### config.mk
export PLATFORM = sky130hd
export DESIGN_NAME = fetch_queue
export DESIGN_NICKNAME = d
export VERILOG_FILES = /design/src/rtl/rv32i_packet.sv /design/src/rtl/fetch_queue.sv
export SDC_FILE = /design/constraint.sdc
export NUM_CORES = 1
export LEC_CHECK = 0
export ABC_CLOCK_PERIOD_IN_PS = 9300
export BUFFER_PORTS_ARGS = -buffer_cell sky130_fd_sc_hd__buf_4
export CAP_MARGIN = 20
export CORE_UTILIZATION = 57
export CTS_CLUSTER_DIAMETER = 80
export DETAILED_ROUTE_END_ITERATION = 6
export GPL_ROUTABILITY_DRIVEN = 0
export HOLD_SLACK_MARGIN = 0.03
export PLACE_DENSITY = 0.79
export SKIP_CTS_REPAIR_TIMING = 1
export SYNTH_ARGS = -nofsm -noshare
export SYNTH_HDL_FRONTEND = slang
export SYNTH_SLANG_ARGS = --single-unit
### constraint.sdc
create_clock -name clk -period 9.3 [get_ports clk]
set_input_delay 1.395 -clock clk [delete_from_list [all_inputs] [get_ports clk]]
set_output_delay 1.395 -clock clk [all_outputs]
set_load 0.01 [all_outputs]
### src/rtl/rv32i_packet.sv
`default_nettype none
// ============================================================================
// Package     : rv32i_packet
// Description : Shared RV32I pipeline types. fetch_entry_t is the
//               {pc, instruction} pair carried from fetch to decode through
//               fetch_queue. Decode builds its rv32i_packet_t from it.
// Revision    : 1.0 - initial release
// ============================================================================
package rv32i_packet;

    localparam int RV32I_XLEN = 32;

    typedef logic [RV32I_XLEN-1:0] rv32i_word;

    typedef struct packed {
        rv32i_word pc;
        rv32i_word instruction;
    } fetch_entry_t;

endpackage
`default_nettype wire

### src/rtl/fetch_queue.sv
`default_nettype none
// ============================================================================
// Module      : fetch_queue
// Description : In-order decoupling FIFO between instruction fetch and
//               decode. It holds {pc, instruction} pairs returned by the
//               I-cache and lets decode stall without stalling the PC.
//               A single-cycle flush empties the queue on a redirect.
// Ports       : clk, rst     - clock, synchronous active-high reset
//               flush        - drop all entries and any same-cycle enqueue
//               enq_valid/enq_ready/enq_pc/enq_inst - fetch-side handshake
//               deq_valid/deq_ready/deq_pc/deq_inst - decode-side handshake
//               count        - current occupancy (0..DEPTH)
// Revision    : 1.0 - initial release
// ============================================================================
module fetch_queue
    import rv32i_packet::*;
#(
    parameter int DEPTH = 4
) (
    input  logic                       clk,
    input  logic                       rst,
    input  logic                       flush,
    input  logic                       enq_valid,
    input  rv32i_word                  enq_pc,
    input  rv32i_word                  enq_inst,
    output logic                       enq_ready,
    output logic                       deq_valid,
    output rv32i_word                  deq_pc,
    output rv32i_word                  deq_inst,
    input  logic                       deq_ready,
    output logic [$clog2(DEPTH):0]     count
);

    localparam int PTR_W = $clog2(DEPTH);
    localparam int CNT_W = PTR_W + 1;
    localparam logic [CNT_W-1:0] FULL_COUNT = CNT_W'(DEPTH);

    // Storage is deliberately not reset; only pointers and count are.
    fetch_entry_t       mem_q [DEPTH];

    logic [PTR_W-1:0]   head_q, head_d;
    logic [PTR_W-1:0]   tail_q, tail_d;
    logic [CNT_W-1:0]   count_q, count_d;

    logic               enq_fire;
    logic               deq_fire;
    fetch_entry_t       head_entry;

    // Ready/valid come from registered count only, so there is no
    // combinational path from deq_ready to enq_ready. A full queue
    // therefore refuses an enqueue even if decode dequeues that cycle.
    assign enq_ready = (count_q != FULL_COUNT);
    assign deq_valid = (count_q != '0);

    assign enq_fire  = enq_valid && enq_ready && !flush;
    assign deq_fire  = deq_valid && deq_ready && !flush;

    assign head_entry = mem_q[head_q];
    assign deq_pc     = deq_valid ? head_entry.pc          : '0;
    assign deq_inst   = deq_valid ? head_entry.instruction : '0;
    assign count      = count_q;

    // Pointers are exactly PTR_W bits wide so they wrap modulo DEPTH
    // without explicit compare logic (DEPTH is a power of two).
    always_comb begin
        head_d  = head_q;
        tail_d  = tail_q;
        count_d = count_q;

        if (flush) begin
            head_d  = '0;
            tail_d  = '0;
            count_d = '0;
        end else begin
            if (enq_fire) begin
                tail_d = tail_q + PTR_W'(1);
            end
            if (deq_fire) begin
                head_d = head_q + PTR_W'(1);
            end
            unique case ({enq_fire, deq_fire})
                2'b10:   count_d = count_q + CNT_W'(1);
                2'b01:   count_d = count_q - CNT_W'(1);
                default: count_d = count_q;
            endcase
        end
    end

    always_ff @(posedge clk) begin
        if (rst) begin
            head_q  <= '0;
            tail_q  <= '0;
            count_q <= '0;
        end else begin
            head_q  <= head_d;
            tail_q  <= tail_d;
            count_q <= count_d;
        end
    end

    // Writes are gated by rst as well so a reset-cycle enqueue leaves no trace.
    always_ff @(posedge clk) begin
        if (enq_fire && !rst) begin
            mem_q[tail_q] <= '{pc: enq_pc, instruction: enq_inst};
        end
    end

endmodule
`default_nettype wire

==> metrics.yaml <==
status: "completed"
dp_hpwl_um: 10800
arrival_ns: 2.54
worstSetupPathType: "register to output pin"
worst_pin_slew_ns: 0.948
power_leakage_nw: 4.22
synth_top_cell_by_area: "edfxtp_1"
layout.nets: 686
ios: 138
grt_pass1_wl_um: 28200
cts_tree: "built"
fin_util: 0.709
die_y_um: 136
finalMaxSlewViolations: 0
vias_per_cell: 5.69
fillCellCount: 1057
grt_overflow: 0
cp-start-kind: "register"
ys_types: 26
ys_seq_elements: 265
synth_common_cells: "256 x edfxtp_1, 64 x and2_1, 60 x mux4_2"
setup_slack_ns: 5.37
avgSynthCellArea_um2: 22.3
syn_to_final_growth_pct: 20.9
numCtsBuffers: 25
antenna_found_initial: 1
post-route-period-util: 0.423
drtPass1Iterations: 4
root_buffer: "clkbuf_16"
synth_edf_count: 256
clkSlewWorstSetupHoldPaths_ns: 0.07
via_count: 4867
skew_ns: 0.0125
yosysSeqAreaShare: 0.770
syn_inst: 458
clk_path_buf_depth: 3
dieArea_um2: 18500
hold_viol_final: 0
drc: 0
drv_cap: 0
synthArstFlopShare: 0
grt_pass1_vias: 5106
clock_sinks: 265
rows: 48
max_slew_margin: 0.368
cp_max_fo: 47
yosys.cell_count.top_type: "edfxtp_1"
worst_ep_required_time_ns: 7.91
die_w_um: 136
max_freq_mhz: 254
fin_crit_ns: 3.93
synth_flop_cell: "edfxtp_1"
cp-end-kind: "output pin"
min_path_type: "register to register"
ir_worst_vdd_mv: 0.133
synth_area_um2: 10200
p_total_mw: 2.47
grt_max_degree: 65
io_buffer_count: 137
routed_wl_um: 18500
synth_top_area_frac: 0.752
ant_nets: 0
clock_latency_ns: 0.51
setup_viol: 0
yosysWarnings: 0
setup-tns-final_ns: 0
grtUsageTotal: 0.207
powerDensity_nw_per_um2: 200
syn-num-nets: 533
drt_first_iter_violations: 332
rsz0062_at_grt: "no"
core-area_um2: 17400
synth_area_leaders: "edfxtp_1 75%, mux4_2 13%, and2_1 3.9%, dfxtp_1 1.8%, buf_12 1.2%"
place_ws_ns: 5.49
drt-wirelength-per-cell_um: 21.6
cts_max_level: 1
start_util: 0.587
whs_ns: 0.522
drive_gt1_frac: 0.412
[stage by stage]
stage	cell area [um2]	cells
6_report	12400	855
3_3_place_gp	11400	807
3_5_place_dp	11500	808
2_1_floorplan	10200	458
4_1_cts	12300	853
5_1_grt	12400	854
[area by class of cell]
type,instances,area [um2],area share
multi-input combinational,166,2160,0.175
timing repair buffer,148,1140,0.0926
antenna,1,2.50,0.000203
clock inverter,16,211,0.0171
clock buffer,29,661,0.0535
tap,225,282,0.0228
sequential,265,7880,0.637
inverter,5,18.8,0.00152
[power by group]
part	leakage (nW)	total, mW	switching (mW)	internal, mW
Combinational	1.40	0.0913	0.0441	0.0472
Sequential	2.39	1.32	0.00336	1.32
Clock	0.427	1.06	0.409	0.648
Total	4.22	2.47	0.457	2.01
[metal layers]
layer  up-vias  wire, um  global-route usage  share of wire
li1       2162         -                   -              -
met2       162      9420               0.348           0.51
met5         -         0                   0              0
met1      2522      7620               0.285           0.41
met4         0       248              0.0574          0.013
met3        21      1190              0.0339          0.064
[sequential cells by signal, summed over array words and instances (netlist names), named ones only]
register / cells
mem_q: 256
tail_q: 2
count: 3
head_q: 2
[final timing paths]
check | cells past startpoint | slack [ns] | to | start
worst min-delay path | 2 | 0.52 | tail_q[0] | tail_q[0]
worst max-delay path | 5 | 5.37 | deq_pc[0] | register
worst min register to register | 2 | 0.52 | tail_q[0] | tail_q[0]
worst max register to register | 8 | 6.73 | count[2] | count[2]
[cells in the final DEF, fill, tap and decap left out, types with 2 or more instances in the layout]
master and instances:
clkbuf_1 2, edfxtp_1 256, mux2i_1 2, a21oi_1 2, bufinv_16 5, dfxtp_4 2
clkinv_1 2, inv_1 5, clkbuf_8 2, clkbuf_16 25, nor3b_2 4, dfxtp_1 7
mux4_2 60, mux4_1 4, clkinvlp_4 2, ha_1 5, xor2_1 4, clkinv_2 6
nor2_1 8, nand2_1 4, and2_1 64, buf_4 146
[worst max-delay path, stage by stage (launching register included)]
cell and delay (ns):
dfxtp_4 0.49, buf_4 0.26, buf_16 0.35, mux4_1 0.59, and2_1 0.17, buf_4 0.13
[logic make-up (layout without fill, tap and decap cells)]
family                     Yosys count  after routing  synth area share
DFF                                265            265             0.770
and+or+nand+nor                     85             85            0.0503
muxes                               66             66             0.144
buffers and inverters               27            198            0.0211
adders and majority gates            6              6           0.00808
AOI/OAI and AO/OA                    5              5           0.00306
xor gates and xnor gates             4              4           0.00343
other                                0              1                 0
(Power assumes the default switching activity.)
